===== src/rtl/cnn_acc_pkg.sv =====
// rtl/cnn_acc_pkg.sv - shared widths and FSM state encoding for the conv accumulator
package cnn_acc_pkg;

    localparam int PROD_W = 22;
    localparam int OUT_W  = 8;
    localparam int BIAS_W = 16;

    typedef logic [1:0] state_t;

    localparam logic [1:0] IDLE = 2'd0;
    localparam logic [1:0] ACC  = 2'd1;
    localparam logic [1:0] OUT  = 2'd2;

endpackage


===== src/rtl/cnn_requant_sat.sv =====
// rtl/cnn_requant_sat.sv - round-half-up shift and clamp of a window sum (CNN_ACC_RELU_EN selects ReLU clamp)
module cnn_requant_sat
    import cnn_acc_pkg::*;
#(
    parameter int SHIFT = 6,
    parameter int ACC_W = 32
) (
    input  logic [ACC_W-1:0] sum,
    output logic [OUT_W-1:0] q
);

    localparam logic [ACC_W-1:0]        HALF = ACC_W'(64'd1 << (SHIFT - 1));
    localparam logic signed [ACC_W-1:0] MAXV = ACC_W'(127);
`ifndef CNN_ACC_RELU_EN
    localparam logic signed [ACC_W-1:0] MINV = ~ACC_W'(127);
`endif

    logic [ACC_W-1:0]        rnd;
    logic signed [ACC_W-1:0] r;

    // round half up, arithmetic shift, then clamp into the 8-bit activation range
    always_comb begin
        rnd = sum + HALF;
        r   = $signed(rnd) >>> SHIFT;
`ifdef CNN_ACC_RELU_EN
        if (r < 0)
            q = '0;
        else if (r > MAXV)
            q = 8'd127;
        else
            q = r[OUT_W-1:0];
`else
        if (r < MINV)
            q = 8'h80;
        else if (r > MAXV)
            q = 8'd127;
        else
            q = r[OUT_W-1:0];
`endif
    end

endmodule


===== src/rtl/cnn_conv_acc_relu.sv =====
// rtl/cnn_conv_acc_relu.sv - windowed product accumulator with bias and requantized output (CNN_ACC_RELU_EN selects ReLU clamp)
module cnn_conv_acc_relu
    import cnn_acc_pkg::*;
#(
    parameter int ACC_LEN = 9,
    parameter int SHIFT   = 6,
    parameter int ACC_W   = 32
) (
    input  logic              ap_clk,
    input  logic              ap_rst,
    input  logic [PROD_W-1:0] prod_in,
    input  logic              prod_valid,
    output logic              prod_ready,
    input  logic [BIAS_W-1:0] bias_in,
    output logic [OUT_W-1:0]  out_data,
    output logic              out_valid,
    input  logic              out_ready
);

    localparam int CNT_W = $clog2(ACC_LEN + 1);
    localparam logic [CNT_W-1:0] LAST = CNT_W'(ACC_LEN);
    localparam logic [CNT_W-1:0] ONE  = CNT_W'(1);

    state_t           state;
    logic [ACC_W-1:0] acc;
    logic [CNT_W-1:0] cnt;

    logic             beat;
    logic             drain;
    logic             first;
    logic             last;
    logic [ACC_W-1:0] prod_ext;
    logic [ACC_W-1:0] bias_ext;
    logic [ACC_W-1:0] sum_nxt;
    logic [CNT_W-1:0] cnt_nxt;
    logic [OUT_W-1:0] q;

    assign prod_ready = (state != OUT) || out_ready;
    assign beat       = prod_valid && prod_ready;
    assign drain      = out_valid && out_ready;
    assign prod_ext   = {{(ACC_W - PROD_W){prod_in[PROD_W-1]}}, prod_in};
    assign bias_ext   = {{(ACC_W - BIAS_W){bias_in[BIAS_W-1]}}, bias_in};

    // a window opens from IDLE, or from OUT when the pending result leaves in the same cycle
    always_comb begin
        first   = beat && ((state == IDLE) || ((state == OUT) && drain));
        sum_nxt = first ? (bias_ext + prod_ext) : (acc + prod_ext);
        cnt_nxt = first ? ONE : (cnt + ONE);
        last    = (first || ((state == ACC) && beat)) && (cnt_nxt == LAST);
    end

    cnn_requant_sat #(
        .SHIFT (SHIFT),
        .ACC_W (ACC_W)
    ) u_requant (
        .sum (sum_nxt),
        .q   (q)
    );

    // window FSM: accumulate beats, capture the requantized result, hold it until drained
    always_ff @(posedge ap_clk or posedge ap_rst) begin
        if (ap_rst) begin
            state     <= IDLE;
            acc       <= '0;
            cnt       <= '0;
            out_data  <= '0;
            out_valid <= 1'b0;
        end else begin
            if (first || ((state == ACC) && beat)) begin
                acc <= sum_nxt;
                cnt <= cnt_nxt;
                if (last) begin
                    out_data  <= q;
                    out_valid <= 1'b1;
                    state     <= OUT;
                end else begin
                    out_valid <= 1'b0;
                    state     <= ACC;
                end
            end else if ((state == OUT) && drain) begin
                out_valid <= 1'b0;
                state     <= IDLE;
            end
        end
    end

endmodule


===== config.mk =====
export PLATFORM = sky130hd
export DESIGN_NAME = cnn_conv_acc_relu
export DESIGN_NICKNAME = d
export VERILOG_FILES = /design/src/rtl/cnn_acc_pkg.sv /design/src/rtl/cnn_requant_sat.sv /design/src/rtl/cnn_conv_acc_relu.sv
export SDC_FILE = /design/constraint.sdc
export NUM_CORES = 1
export LEC_CHECK = 0
export ABC_CLOCK_PERIOD_IN_PS = 5350
export BUFFER_PORTS_ARGS = -buffer_cell sky130_fd_sc_hd__buf_2
export CORE_UTILIZATION = 25
export CTS_CLUSTER_SIZE = 10
export DETAILED_ROUTE_END_ITERATION = 12
export PLACE_DENSITY = 0.48
export SLEW_MARGIN = 15
export SYNTH_ARGS = -nofsm -noshare
export SYNTH_HDL_FRONTEND = slang
export SYNTH_SLANG_ARGS = --single-unit

===== constraint.sdc =====
create_clock -name ap_clk -period 5.35 [get_ports ap_clk]
set_input_delay 0.2675 -clock ap_clk [delete_from_list [all_inputs] [get_ports ap_clk]]
set_output_delay 0.2675 -clock ap_clk [all_outputs]
set_load 0.005 [all_outputs]

==> run_summary.xml, run 1 <==
<?xml version="1.0" encoding="UTF-8"?>
<metrics>
  <group name="sta">
    <metric name="finalSetupViolations" unit="">0</metric>
    <metric name="period_minus_slack" unit="ns">4.86</metric>
    <metric name="worst_slew_slack_as_a_fraction_of_its_limit" unit="%">32.6</metric>
    <metric name="final-hold-violation-count" unit="">0</metric>
    <metric name="max_slew.worst_pin.slew" unit="ns">1.01</metric>
    <metric name="final.setup.tns" unit="ns">0</metric>
    <metric name="clock-skew-final" unit="ns">0.00482</metric>
    <metric name="rsz0062_at_grt" unit="">false</metric>
    <metric name="drv_slew" unit="">0</metric>
    <metric name="maxClockFrequency" unit="GHz">0.206</metric>
    <metric name="timing.final.crit_share" unit="%">90.8</metric>
  </group>
  <group name="placement">
    <metric name="place.port_buffers" unit="">51</metric>
    <metric name="dp.final_hpwl" unit="um">16000</metric>
    <metric name="gp_routability_congestion" unit="">0.863</metric>
  </group>
  <group name="pwr">
    <metric name="sw_frac_of_total" unit="%">53.8</metric>
    <metric name="vdd_drop_max" unit="uV">189</metric>
    <metric name="static-leakage-power" unit="uW">0.00292</metric>
    <metric name="power_switching" unit="uW">2470</metric>
    <metric name="internal_power" unit="uW">2120</metric>
    <metric name="final_total_pwr" unit="uW">4590</metric>
    <metric name="combinationalPowerShare" unit="%">78.0</metric>
    <metric name="power_density_over_the_cells" unit="nW/um^2">654</metric>
    <metric name="clock_power_share" unit="%">8.4</metric>
    <metric name="power.sequential.fraction" unit="%">13.6</metric>
  </group>
  <group name="yosys">
    <metric name="synth-seq-area-share" unit="%">18.4</metric>
    <metric name="syn_avg_cell_area" unit="um^2">7.47</metric>
    <metric name="synth_enable_flop_cells" unit="">0</metric>
    <metric name="synth_cell_type_count" unit="">74</metric>
    <metric name="dominantRegCellSynth" unit="">sky130_fd_sc_hd__dfrtp_1</metric>
    <metric name="ys_async_sr_fraction" unit="%">100</metric>
    <metric name="ys_ff_latch" unit="">46</metric>
    <metric name="synth.cell_area" unit="um^2">6260</metric>
    <metric name="synth.net_count" unit="">937</metric>
    <metric name="ys.warnings.count" unit="">0</metric>
    <metric name="post_synth_inst_count" unit="">838</metric>
  </group>
  <group name="die">
    <metric name="initial_utilization" unit="%">25.6</metric>
    <metric name="fp.coreArea" unit="um^2">24500</metric>
    <metric name="floorplan.die.width" unit="um">160</metric>
    <metric name="row_count" unit="">57</metric>
    <metric name="floorplan.die_area" unit="um^2">25700</metric>
    <metric name="design.portCount" unit="">52</metric>
    <metric name="chipHeight" unit="um">160</metric>
  </group>
  <group name="global_routing">
    <metric name="grt_antenna_before_repair" unit="">0</metric>
    <metric name="first_global_vias" unit="">5980</metric>
    <metric name="first_pass_grt_wire_length" unit="um">32700</metric>
    <metric name="grt.overflow.total" unit="">0</metric>
    <metric name="grt.total_usage" unit="%">15.9</metric>
    <metric name="maximum_number_of_pins_on_one_net_before_global_route_repair" unit="">47</metric>
  </group>
  <group name="final_layout">
    <metric name="commonest_non_fill_non_tap_cells_in_the_layout" unit="">sky130_fd_sc_hd__nand2_1, sky130_fd_sc_hd__nor2_1, sky130_fd_sc_hd__a21oi_1</metric>
    <metric name="flow.area_growth_from_synthesis" unit="%">12.0</metric>
    <metric name="multiInputGateArea" unit="um^2">4890</metric>
    <metric name="most_common_cell_after_layout_fill_and_taps_aside" unit="">sky130_fd_sc_hd__nand2_1</metric>
    <metric name="share_of_final_layout_standard_cells_stronger_than_drive_strength_1" unit="%">12.8</metric>
    <metric name="final-seq-area" unit="um^2">1150</metric>
    <metric name="fillerInstances" unit="">2700</metric>
    <metric name="final_net_count" unit="">967</metric>
    <metric name="diodes" unit="">0</metric>
  </group>
  <group name="drt">
    <metric name="detail_route.wirelength.met1" unit="um">9970</metric>
    <metric name="drt-vias-per-instance" unit="">5.29</metric>
    <metric name="wl_met2" unit="um">9230</metric>
    <metric name="wirelength" unit="um">20300</metric>
    <metric name="detailroute.via_count" unit="">6310</metric>
    <metric name="routed-wl-met3" unit="um">635</metric>
    <metric name="drt-wirelength-per-cell" unit="um">17.0</metric>
    <metric name="ant_nets" unit="">0</metric>
    <metric name="firstDrtPassIters" unit="">5</metric>
    <metric name="detail_route.drc_violations" unit="">0</metric>
    <metric name="drt_first_iter_violations" unit="">459</metric>
    <metric name="topmost_layer_with_routed_signal_wires" unit="">met4</metric>
  </group>
  <group name="hold_path">
    <metric name="hold_class" unit="">primary input to async pin</metric>
  </group>
  <group name="cts">
    <metric name="tritoncts.num_buffers" unit="">5</metric>
    <metric name="worstSkewPairLatency" unit="ns">0.31</metric>
    <metric name="cts_resized" unit="">0</metric>
    <metric name="clock_tree_from_tritoncts" unit="">yes</metric>
    <metric name="worst_case_clock_buffer_depth" unit="">2</metric>
    <metric name="cts_root_cell" unit="">sky130_fd_sc_hd__clkbuf_16</metric>
    <metric name="cts_max_level" unit="">2</metric>
    <metric name="post-cts-setup-buffers" unit="">0</metric>
    <metric name="cts_num_sinks" unit="">46</metric>
    <metric name="cts_hold_repair.buffers" unit="">0</metric>
    <metric name="clkSlewWorstSetupHoldPaths" unit="ns">0.08</metric>
  </group>
  <group name="critical_path">
    <metric name="timing_worst_setup_path_type" unit="">flip-flop to flip-flop</metric>
    <metric name="critPathLaunchType" unit="">flip-flop</metric>
    <metric name="critical_path_required" unit="ns">5.55</metric>
    <metric name="critPathMaxFanout" unit="">9</metric>
    <metric name="critical_path.endpoint_type" unit="">flip-flop</metric>
    <metric name="crit_arrival" unit="ns">5.06</metric>
  </group>
  <group name="flow_run">
    <metric name="max-cap-violations" unit="">0</metric>
  </group>
  <group name="run_status">
    <metric name="outcome" unit="">complete, no violations</metric>
  </group>
</metrics>
sequential cells by signal, indices dropped and copies added (netlist names):
name / cells
out_data: 8
out_valid: 1
acc: 32
state: 1
cnt: 4
cells in the mapped netlist, drive strengths merged, types with 8 or more instances:
cell,number,share of area [%]
a21oi,88,7.5
nand2,101,6.1
nor4b,8,1.8
nor2,90,5.4
a31oi,14,1.4
buf,17,1.3
o31ai,8,0.96
xnor2,27,3.8
inv,17,1.0
a21o,20,2.4
clkbuf,22,1.3
xor2,24,3.4
nand2b,12,1.2
a211oi,23,2.9
dfrtp,46,18
nand3,25,2.0
o211ai,13,1.6
a211o,8,1.1
nand4,27,2.7
nor3,21,1.7
o21ai,52,4.2
ha,55,11
mux2i,11,2.2
worst max-delay path: stages (launching register included):
cell and delay, ns:
sky130_fd_sc_hd__dfrtp_1 0.38, sky130_fd_sc_hd__ha_1 0.49, sky130_fd_sc_hd__nand4_1 0.31, sky130_fd_sc_hd__or2_1 0.32
sky130_fd_sc_hd__a211oi_1 0.46, sky130_fd_sc_hd__nor3_1 0.15, sky130_fd_sc_hd__xnor2_1 0.23, sky130_fd_sc_hd__a32o_2 0.22
sky130_fd_sc_hd__nor4b_4 0.39, sky130_fd_sc_hd__nor4bb_1 0.49, sky130_fd_sc_hd__nand3_1 0.21, sky130_fd_sc_hd__mux2i_1 0.16
sky130_fd_sc_hd__a21oi_1 0.56, sky130_fd_sc_hd__nor4b_1 0.13, sky130_fd_sc_hd__a221oi_1 0.24
path summary, 6_finish.rpt:
kind	start	to	slack, ns	cells after the start
max	acc[15]	out_data[4]	0.49	14
min	ap_rst	cnt[3]	0.14	3
min reg2reg	acc[7]	acc[7]	0.48	2
min in group ap_clk	prod_valid	state[0]	0.26	3
max reg2reg	acc[15]	out_data[4]	0.49	14
max in group asynchronous	ap_rst	acc[11]	4.75	3
metal layers:
layer	vias to the layer above	GRT usage [%]
met5	-	0
met4	0	4.42
met3	27	1.90
met2	109	25.9
met1	2985	22.0
li1	3189	-
power groups by stage:
stage | clock network (uW) | registers, uW | logic (uW)
after floorplan | 0 | 608 | 2700
after global placement | 0 | 631 | 3560
after detailed placement | 0 | 634 | 3540
after CTS | 398 | 627 | 3570
after global routing | 409 | 647 | 3960
final | 387 | 625 | 3580
cell type report:
cell class	instances	area share [%]
Multi-Input combinational cell	736	69.7
Timing Repair Buffer	62	4.81
Tap cell	324	5.78
Clock buffer	5	1.78
Inverter	17	0.909
Sequential cell	46	16.4
Clock inverter	3	0.642
per-stage QoR:
| step | hold WS [ns] | utilization [%] | area [um^2] | instances | setup slack, ns |
|---|---|---|---|---|---|
| 2_1_floorplan | 0.417 | - | 6260 | 838 | 1.31 |
| 3_3_place_gp | 0.462 | 28.0 | 6850 | 1185 | 0.349 |
| 3_5_place_dp | 0.471 | 28.0 | 6850 | 1185 | 0.417 |
| 4_1_cts | 0.179 | 28.7 | 7020 | 1193 | 0.570 |
| 5_1_grt | 0.208 | 28.7 | 7020 | 1193 | 0.135 |
| 6_report | 0.142 | 28.7 | 7020 | 1193 | 0.491 |
kinds of logic after synthesis:
logic type | synth area share (%)
simple gates | 28.3
compound gates | 28.3
fa+ha+maj | 11.6
buf+inv | 3.68
xor+xnor | 7.13
flops | 18.4
mux | 2.52
(Power assumes the default switching activity.)
==> run 2, diff against run 1 <==
--- a/config.mk
+++ b/config.mk
@@ -6,7 +6,7 @@
 export NUM_CORES = 1
 export LEC_CHECK = 0
 export ABC_CLOCK_PERIOD_IN_PS = 5350
-export BUFFER_PORTS_ARGS = -buffer_cell sky130_fd_sc_hd__buf_2
+export BUFFER_PORTS_ARGS = -buffer_cell sky130_fd_sc_hd__buf_4
 export CORE_UTILIZATION = 25
 export CTS_CLUSTER_SIZE = 10
 export DETAILED_ROUTE_END_ITERATION = 12
==> run_summary.xml, run 2 (synthesis gave the netlist of run 1 again) <==
<?xml version="1.0" encoding="UTF-8"?>
<metrics>
  <group name="sta">
    <metric name="worst_slack" unit="ns">0.524</metric>
    <metric name="drv_slew" unit="">0</metric>
    <metric name="hold_ws" unit="ns">0.151</metric>
    <metric name="timing.final.crit_share" unit="%">90.2</metric>
    <metric name="maxClockFrequency" unit="GHz">0.207</metric>
    <metric name="finalSetupViolations" unit="">0</metric>
    <metric name="worst_slew_slack_as_a_fraction_of_its_limit" unit="%">27.5</metric>
    <metric name="final.setup.tns" unit="ns">0</metric>
    <metric name="period_minus_slack" unit="ns">4.83</metric>
    <metric name="max_slew.worst_pin.slew" unit="ns">1.09</metric>
    <metric name="clock-skew-final" unit="ns">0.00699</metric>
    <metric name="rsz0062_at_grt" unit="">false</metric>
    <metric name="final-hold-violation-count" unit="">0</metric>
  </group>
  <group name="drt">
    <metric name="drt-vias-per-instance" unit="">5.35</metric>
    <metric name="firstDrtPassIters" unit="">5</metric>
    <metric name="drt_first_iter_violations" unit="">437</metric>
    <metric name="ant_nets" unit="">0</metric>
    <metric name="detailroute.via_count" unit="">6397</metric>
    <metric name="drt-wirelength-per-cell" unit="um">16.9</metric>
    <metric name="detail_route.drc_violations" unit="">0</metric>
    <metric name="wirelength" unit="um">20200</metric>
  </group>
  <group name="global_routing">
    <metric name="maximum_number_of_pins_on_one_net_before_global_route_repair" unit="">47</metric>
    <metric name="first_pass_grt_wire_length" unit="um">33000</metric>
    <metric name="grt.overflow.total" unit="">0</metric>
    <metric name="first_global_vias" unit="">6009</metric>
    <metric name="grt.total_usage" unit="%">15.9</metric>
    <metric name="grt_antenna_before_repair" unit="">0</metric>
  </group>
  <group name="critical_path">
    <metric name="reg2reg_depth" unit="">14</metric>
    <metric name="cpMaxStageDelayCell" unit="">sky130_fd_sc_hd__a21oi_1</metric>
    <metric name="critical_path_depth" unit="">14</metric>
    <metric name="worstPathCellList" unit="">ha_1 -&gt; nand4_1 -&gt; or2_1 -&gt; a211oi_1 -&gt; nor3_1 -&gt; xnor2_1 -&gt; a32o_2 -&gt; nor4b_4 -&gt; nor4bb_1 -&gt; nand3_1 -&gt; mux2i_1 -&gt; a21oi_1 -&gt; nor4b_1 -&gt; a221oi_1</metric>
    <metric name="cp_top_family" unit="">simple AND/OR/NAND/NOR gates</metric>
    <metric name="critPathLaunchType" unit="">flip-flop</metric>
    <metric name="crit_buf_inv" unit="">0</metric>
    <metric name="critical-path-max-stage-delay" unit="ns">0.55</metric>
    <metric name="crit_arrival" unit="ns">5.03</metric>
    <metric name="critPathMaxFanout" unit="">9</metric>
    <metric name="timing_worst_setup_path_type" unit="">flip-flop to flip-flop</metric>
    <metric name="critical_path_required" unit="ns">5.55</metric>
    <metric name="critical_path.endpoint_type" unit="">flip-flop</metric>
  </group>
  <group name="final_layout">
    <metric name="commonest_non_fill_non_tap_cells_in_the_layout" unit="">sky130_fd_sc_hd__nand2_1, sky130_fd_sc_hd__nor2_1, sky130_fd_sc_hd__a21oi_1</metric>
    <metric name="share_of_final_layout_standard_cells_stronger_than_drive_strength_1" unit="%">13.0</metric>
    <metric name="largest_register" unit="">acc</metric>
    <metric name="fillerInstances" unit="">2677</metric>
    <metric name="diodes" unit="">0</metric>
    <metric name="flow.area_growth_from_synthesis" unit="%">14.3</metric>
    <metric name="final_net_count" unit="">969</metric>
    <metric name="biggestRegsByFlops" unit="">acc x32, out_data x8, cnt x4</metric>
    <metric name="multiInputGateArea" unit="um^2">4890</metric>
    <metric name="final-seq-area" unit="um^2">1150</metric>
    <metric name="most_common_cell_after_layout_fill_and_taps_aside" unit="">sky130_fd_sc_hd__nand2_1</metric>
    <metric name="largest_register_ffs" unit="">32</metric>
  </group>
  <group name="hold_path">
    <metric name="hold_class" unit="">primary input to async pin</metric>
  </group>
  <group name="placement">
    <metric name="place.port_buffers" unit="">51</metric>
    <metric name="dp.final_hpwl" unit="um">16000</metric>
    <metric name="gp_routability_congestion" unit="">0.844</metric>
    <metric name="post-place-ws" unit="ns">0.316</metric>
  </group>
  <group name="pwr">
    <metric name="sw_frac_of_total" unit="%">53.5</metric>
    <metric name="internal_power" unit="uW">2150</metric>
    <metric name="combinationalPowerShare" unit="%">78.0</metric>
    <metric name="power_density_over_the_cells" unit="nW/um^2">645</metric>
    <metric name="power.sequential.fraction" unit="%">13.6</metric>
    <metric name="vdd_drop_max" unit="uV">203</metric>
    <metric name="power_switching" unit="uW">2470</metric>
    <metric name="static-leakage-power" unit="uW">0.00297</metric>
    <metric name="clock_power_share" unit="%">8.3</metric>
  </group>
  <group name="die">
    <metric name="initial_utilization" unit="%">25.6</metric>
    <metric name="design.portCount" unit="">52</metric>
    <metric name="chipHeight" unit="um">160</metric>
    <metric name="floorplan.die_area" unit="um^2">25700</metric>
    <metric name="floorplan.die.width" unit="um">160</metric>
    <metric name="fp.coreArea" unit="um^2">24500</metric>
    <metric name="row_count" unit="">57</metric>
  </group>
  <group name="cts">
    <metric name="clock_tree_from_tritoncts" unit="">yes</metric>
    <metric name="post-cts-setup-buffers" unit="">0</metric>
    <metric name="worstSkewPairLatency" unit="ns">0.30</metric>
    <metric name="cts_hold_repair.buffers" unit="">0</metric>
    <metric name="worst_case_clock_buffer_depth" unit="">2</metric>
    <metric name="clkSlewWorstSetupHoldPaths" unit="ns">0.08</metric>
    <metric name="cts_root_cell" unit="">sky130_fd_sc_hd__clkbuf_16</metric>
    <metric name="cts_resized" unit="">0</metric>
    <metric name="cts_num_sinks" unit="">46</metric>
    <metric name="cts_max_level" unit="">2</metric>
    <metric name="tritoncts.num_buffers" unit="">5</metric>
  </group>
  <group name="flow_run">
    <metric name="max-cap-violations" unit="">0</metric>
  </group>
  <group name="run_status">
    <metric name="outcome" unit="">complete, no violations</metric>
  </group>
</metrics>
## run 2: power by group through the flow
stage | Combinational [uW] | Sequential [uW] | Clock, uW
after global placement | 3590 | 637 | 0
after global routing | 4000 | 652 | 403
final | 3600 | 630 | 384
after CTS | 3600 | 632 | 394
after detailed placement | 3580 | 637 | 0
after floorplan | 2700 | 608 | 0
## run 2: path summary, 6_finish.rpt
| kind | startpoint | end | slack [ns] |
|---|---|---|---|
| setup / recovery | acc[16] | out_data[4] | 0.52 |
| hold / removal | ap_rst | cnt[3] | 0.15 |
| setup reg to reg | acc[16] | out_data[4] | 0.52 |
| hold reg to reg | acc[29] | acc[29] | 0.48 |
| max in group asynchronous | ap_rst | acc[22] | 4.76 |
| min in group ap_clk | prod_valid | state[0] | 0.24 |
## run 2: final cells by class
cell class | instances | area share (%)
clock buffers | 5 | 1.75
inverters | 17 | 0.891
well taps | 324 | 5.66
flip-flops and latches | 46 | 16.1
multi-input cells | 736 | 68.3
repair buffers | 64 | 6.71
clock inverters | 3 | 0.629
## run 2: worst min-delay path: cells and delay by family
family                 cells  cell delay (ns)
buffers and inverters      3             0.67
## run 2: per-stage QoR
step / total power (uW) / instances / cell area (um^2) / util, %
global route: 5050 / 1195 / 7160 / 29.3
detailed placement: 4210 / 1187 / 6990 / 28.6
floorplan: 3310 / 838 / 6260 / -
global placement: 4230 / 1187 / 6990 / 28.6
CTS: 4630 / 1195 / 7160 / 29.3
finish: 4620 / 1195 / 7160 / 29.3
## run 2: metal layers
metal	GRT usage (%)	share of wire, %	up-vias	wire length [um]
li1	-	-	3203	-
met1	22.1	49	3029	9930
met2	26.3	46	141	9360
met3	1.92	3.2	24	650
met4	3.33	1.4	0	293
met5	0	0	-	0
==> run 3, diff against run 2 <==
--- a/config.mk
+++ b/config.mk
@@ -6,11 +6,12 @@
 export NUM_CORES = 1
 export LEC_CHECK = 0
 export ABC_CLOCK_PERIOD_IN_PS = 5350
-export BUFFER_PORTS_ARGS = -buffer_cell sky130_fd_sc_hd__buf_4
-export CORE_UTILIZATION = 25
+export BUFFER_PORTS_ARGS = -buffer_cell sky130_fd_sc_hd__clkbuf_2
+export CORE_UTILIZATION = 62
 export CTS_CLUSTER_SIZE = 10
 export DETAILED_ROUTE_END_ITERATION = 12
-export PLACE_DENSITY = 0.48
+export MAX_ROUTING_LAYER = met4
+export PLACE_DENSITY = 0.9
 export SLEW_MARGIN = 15
 export SYNTH_ARGS = -nofsm -noshare
 export SYNTH_HDL_FRONTEND = slang
==> run_summary.xml, run 3 (synthesis gave the netlist of run 1 again) <==
<?xml version="1.0" encoding="UTF-8"?>
<metrics>
  <group name="run_status">
    <metric name="outcome" unit="">complete, no violations</metric>
  </group>
  <group name="critical_path">
    <metric name="critical-path-max-stage-delay" unit="ns">0.58</metric>
    <metric name="cpMaxStageDelayCell" unit="">sky130_fd_sc_hd__nor4_4</metric>
    <metric name="critPathLaunchType" unit="">flip-flop</metric>
    <metric name="worstPathCellList" unit="">ha_1 -&gt; a21o_1 -&gt; a21oi_2 -&gt; nand2_1 -&gt; a211oi_1 -&gt; xnor2_1 -&gt; mux2i_4 -&gt; nor4_4 -&gt; nand2_1 -&gt; nor3_1 -&gt; xnor2_1 -&gt; nand4_1 -&gt; o41ai_1 -&gt; a21oi_1</metric>
    <metric name="critPathMaxFanout" unit="">9</metric>
    <metric name="crit_buf_inv" unit="">0</metric>
    <metric name="timing_worst_setup_path_type" unit="">flip-flop to flip-flop</metric>
    <metric name="crit_arrival" unit="ns">4.90</metric>
    <metric name="critical_path_required" unit="ns">5.55</metric>
    <metric name="cp_top_family" unit="">compound AO/OA/AOI/OAI gates</metric>
    <metric name="critical_path.endpoint_type" unit="">flip-flop</metric>
  </group>
  <group name="sta">
    <metric name="rsz0062_at_grt" unit="">false</metric>
    <metric name="max_slew.worst_pin.slew" unit="ns">0.795</metric>
    <metric name="finalSetupViolations" unit="">0</metric>
    <metric name="timing.final.crit_share" unit="%">87.9</metric>
    <metric name="final.setup.tns" unit="ns">0</metric>
    <metric name="final-hold-violation-count" unit="">0</metric>
    <metric name="worst_slack" unit="ns">0.646</metric>
    <metric name="worst_slew_slack_as_a_fraction_of_its_limit" unit="%">47.0</metric>
    <metric name="period_minus_slack" unit="ns">4.70</metric>
    <metric name="hold_ws" unit="ns">0.0823</metric>
    <metric name="maxClockFrequency" unit="GHz">0.213</metric>
    <metric name="drv_slew" unit="">0</metric>
    <metric name="clock-skew-final" unit="ns">0.0112</metric>
  </group>
  <group name="global_routing">
    <metric name="grt_antenna_before_repair" unit="">0</metric>
    <metric name="grt.total_usage" unit="%">35.2</metric>
    <metric name="first_global_vias" unit="">5976</metric>
    <metric name="first_pass_grt_wire_length" unit="um">28300</metric>
    <metric name="grt.overflow.total" unit="">0</metric>
    <metric name="maximum_number_of_pins_on_one_net_before_global_route_repair" unit="">47</metric>
  </group>
  <group name="final_layout">
    <metric name="biggestRegsByFlops" unit="">acc x32, out_data x8, cnt x4</metric>
    <metric name="flow.area_growth_from_synthesis" unit="%">6.59</metric>
    <metric name="final_core_density" unit="%">68.3</metric>
    <metric name="diodes" unit="">0</metric>
    <metric name="commonest_non_fill_non_tap_cells_in_the_layout" unit="">sky130_fd_sc_hd__nand2_1, sky130_fd_sc_hd__nor2_1, sky130_fd_sc_hd__a21oi_1</metric>
    <metric name="largest_register_ffs" unit="">32</metric>
    <metric name="largest_register" unit="">acc</metric>
    <metric name="share_of_final_layout_standard_cells_stronger_than_drive_strength_1" unit="%">12.4</metric>
    <metric name="final_cell_count_without_fillers" unit="">999</metric>
    <metric name="most_common_cell_after_layout_fill_and_taps_aside" unit="">sky130_fd_sc_hd__nand2_1</metric>
    <metric name="final_net_count" unit="">964</metric>
  </group>
  <group name="die">
    <metric name="chipHeight" unit="um">103</metric>
    <metric name="initial_utilization" unit="%">64.1</metric>
    <metric name="floorplan.die.width" unit="um">103</metric>
    <metric name="row_count" unit="">36</metric>
    <metric name="floorplan.die_area" unit="um^2">10500</metric>
    <metric name="fp.coreArea" unit="um^2">9770</metric>
    <metric name="design.portCount" unit="">52</metric>
  </group>
  <group name="cts">
    <metric name="tritoncts.num_buffers" unit="">5</metric>
    <metric name="cts_num_sinks" unit="">46</metric>
    <metric name="post-cts-setup-buffers" unit="">0</metric>
    <metric name="clock_tree_from_tritoncts" unit="">yes</metric>
    <metric name="cts_root_cell" unit="">sky130_fd_sc_hd__clkbuf_8</metric>
    <metric name="cts_resized" unit="">0</metric>
    <metric name="worst_case_clock_buffer_depth" unit="">2</metric>
    <metric name="clkSlewWorstSetupHoldPaths" unit="ns">0.11</metric>
    <metric name="cts_hold_repair.buffers" unit="">0</metric>
    <metric name="cts_max_level" unit="">2</metric>
    <metric name="worstSkewPairLatency" unit="ns">0.33</metric>
  </group>
  <group name="placement">
    <metric name="dp.final_hpwl" unit="um">13400</metric>
    <metric name="post-place-ws" unit="ns">0.434</metric>
    <metric name="dp_cells" unit="">991</metric>
    <metric name="place.port_buffers" unit="">51</metric>
    <metric name="gp_routability_congestion" unit="">0.941</metric>
  </group>
  <group name="pwr">
    <metric name="vdd_drop_max" unit="uV">321</metric>
    <metric name="power_density_over_the_cells" unit="nW/um^2">654</metric>
    <metric name="static-leakage-power" unit="uW">0.00287</metric>
  </group>
  <group name="drt">
    <metric name="drt-vias-per-instance" unit="">6.66</metric>
    <metric name="drt_first_iter_violations" unit="">486</metric>
    <metric name="detailroute.via_count" unit="">6656</metric>
    <metric name="drt-wirelength-per-cell" unit="um">17.5</metric>
    <metric name="firstDrtPassIters" unit="">5</metric>
    <metric name="routed-wl-met3" unit="um">1210</metric>
    <metric name="wl_met2" unit="um">8040</metric>
    <metric name="ant_nets" unit="">0</metric>
    <metric name="detail_route.wirelength.met1" unit="um">7560</metric>
    <metric name="detail_route.drc_violations" unit="">0</metric>
    <metric name="wirelength" unit="um">17500</metric>
    <metric name="topmost_layer_with_routed_signal_wires" unit="">met4</metric>
  </group>
  <group name="flow_run">
    <metric name="max-cap-violations" unit="">0</metric>
  </group>
  <group name="hold_path">
    <metric name="hold_class" unit="">primary input to async pin</metric>
  </group>
</metrics>
==> run 3: layer usage <==
metal,vias up,global-route usage [%]
li1,3193,-
met5,-,-
met4,0,16.0
met2,309,55.7
met3,69,3.80
met1,3085,45.4
==> run 3: worst paths after layout <==
| path | end | startpoint | cells past startpoint | slack, ns |
|---|---|---|---|---|
| worst min register to register | acc[7] | acc[7] | 2 | 0.49 |
| min in group ap_clk | state[0] | prod_valid | 3 | 0.23 |
| worst max register to register | out_data[3] | acc[3] | 14 | 0.65 |
| worst min-delay path | out_data[7] | ap_rst | 3 | 0.08 |
| worst max-delay path | out_data[3] | acc[3] | 14 | 0.65 |
| max in group asynchronous | acc[18] | ap_rst | 3 | 4.83 |
==> run 3: report_power, final <==
group / switching, uW / leakage (uW) / total [uW] / internal [uW]
clock: 147 / 0.0000408 / 240 / 93.9
sequential: 112 / 0.000546 / 631 / 519
combinational: 2150 / 0.00229 / 3500 / 1350
total: 2400 / 0.00287 / 4370 / 1960
==> run 3: tightest hold or removal path, stage by stage <==
cell,delay (ns)
sky130_fd_sc_hd__clkbuf_2,0.08
sky130_fd_sc_hd__inv_2,0.03
sky130_fd_sc_hd__buf_4,0.51
==> run 3: area by class of cell <==
| cell class | count | area, um^2 |
|---|---|---|
| fillers | 855 | 3100 |
| flip-flops and latches | 46 | 1150 |
| inverters | 17 | 63.8 |
| multi-input cells | 736 | 4890 |
| repair buffers | 59 | 315 |
| well taps | 133 | 166 |
| clock buffers | 5 | 68.8 |
| clock inverters | 3 | 23.8 |
==> run 3: metrics by stage <==
stage | instance area (um^2) | total power (uW)
2_1_floorplan | 6260 | 3310
3_3_place_gp | 6580 | 3970
3_5_place_dp | 6580 | 4030
4_1_cts | 6680 | 4290
5_1_grt | 6680 | 4750
6_report | 6680 | 4370
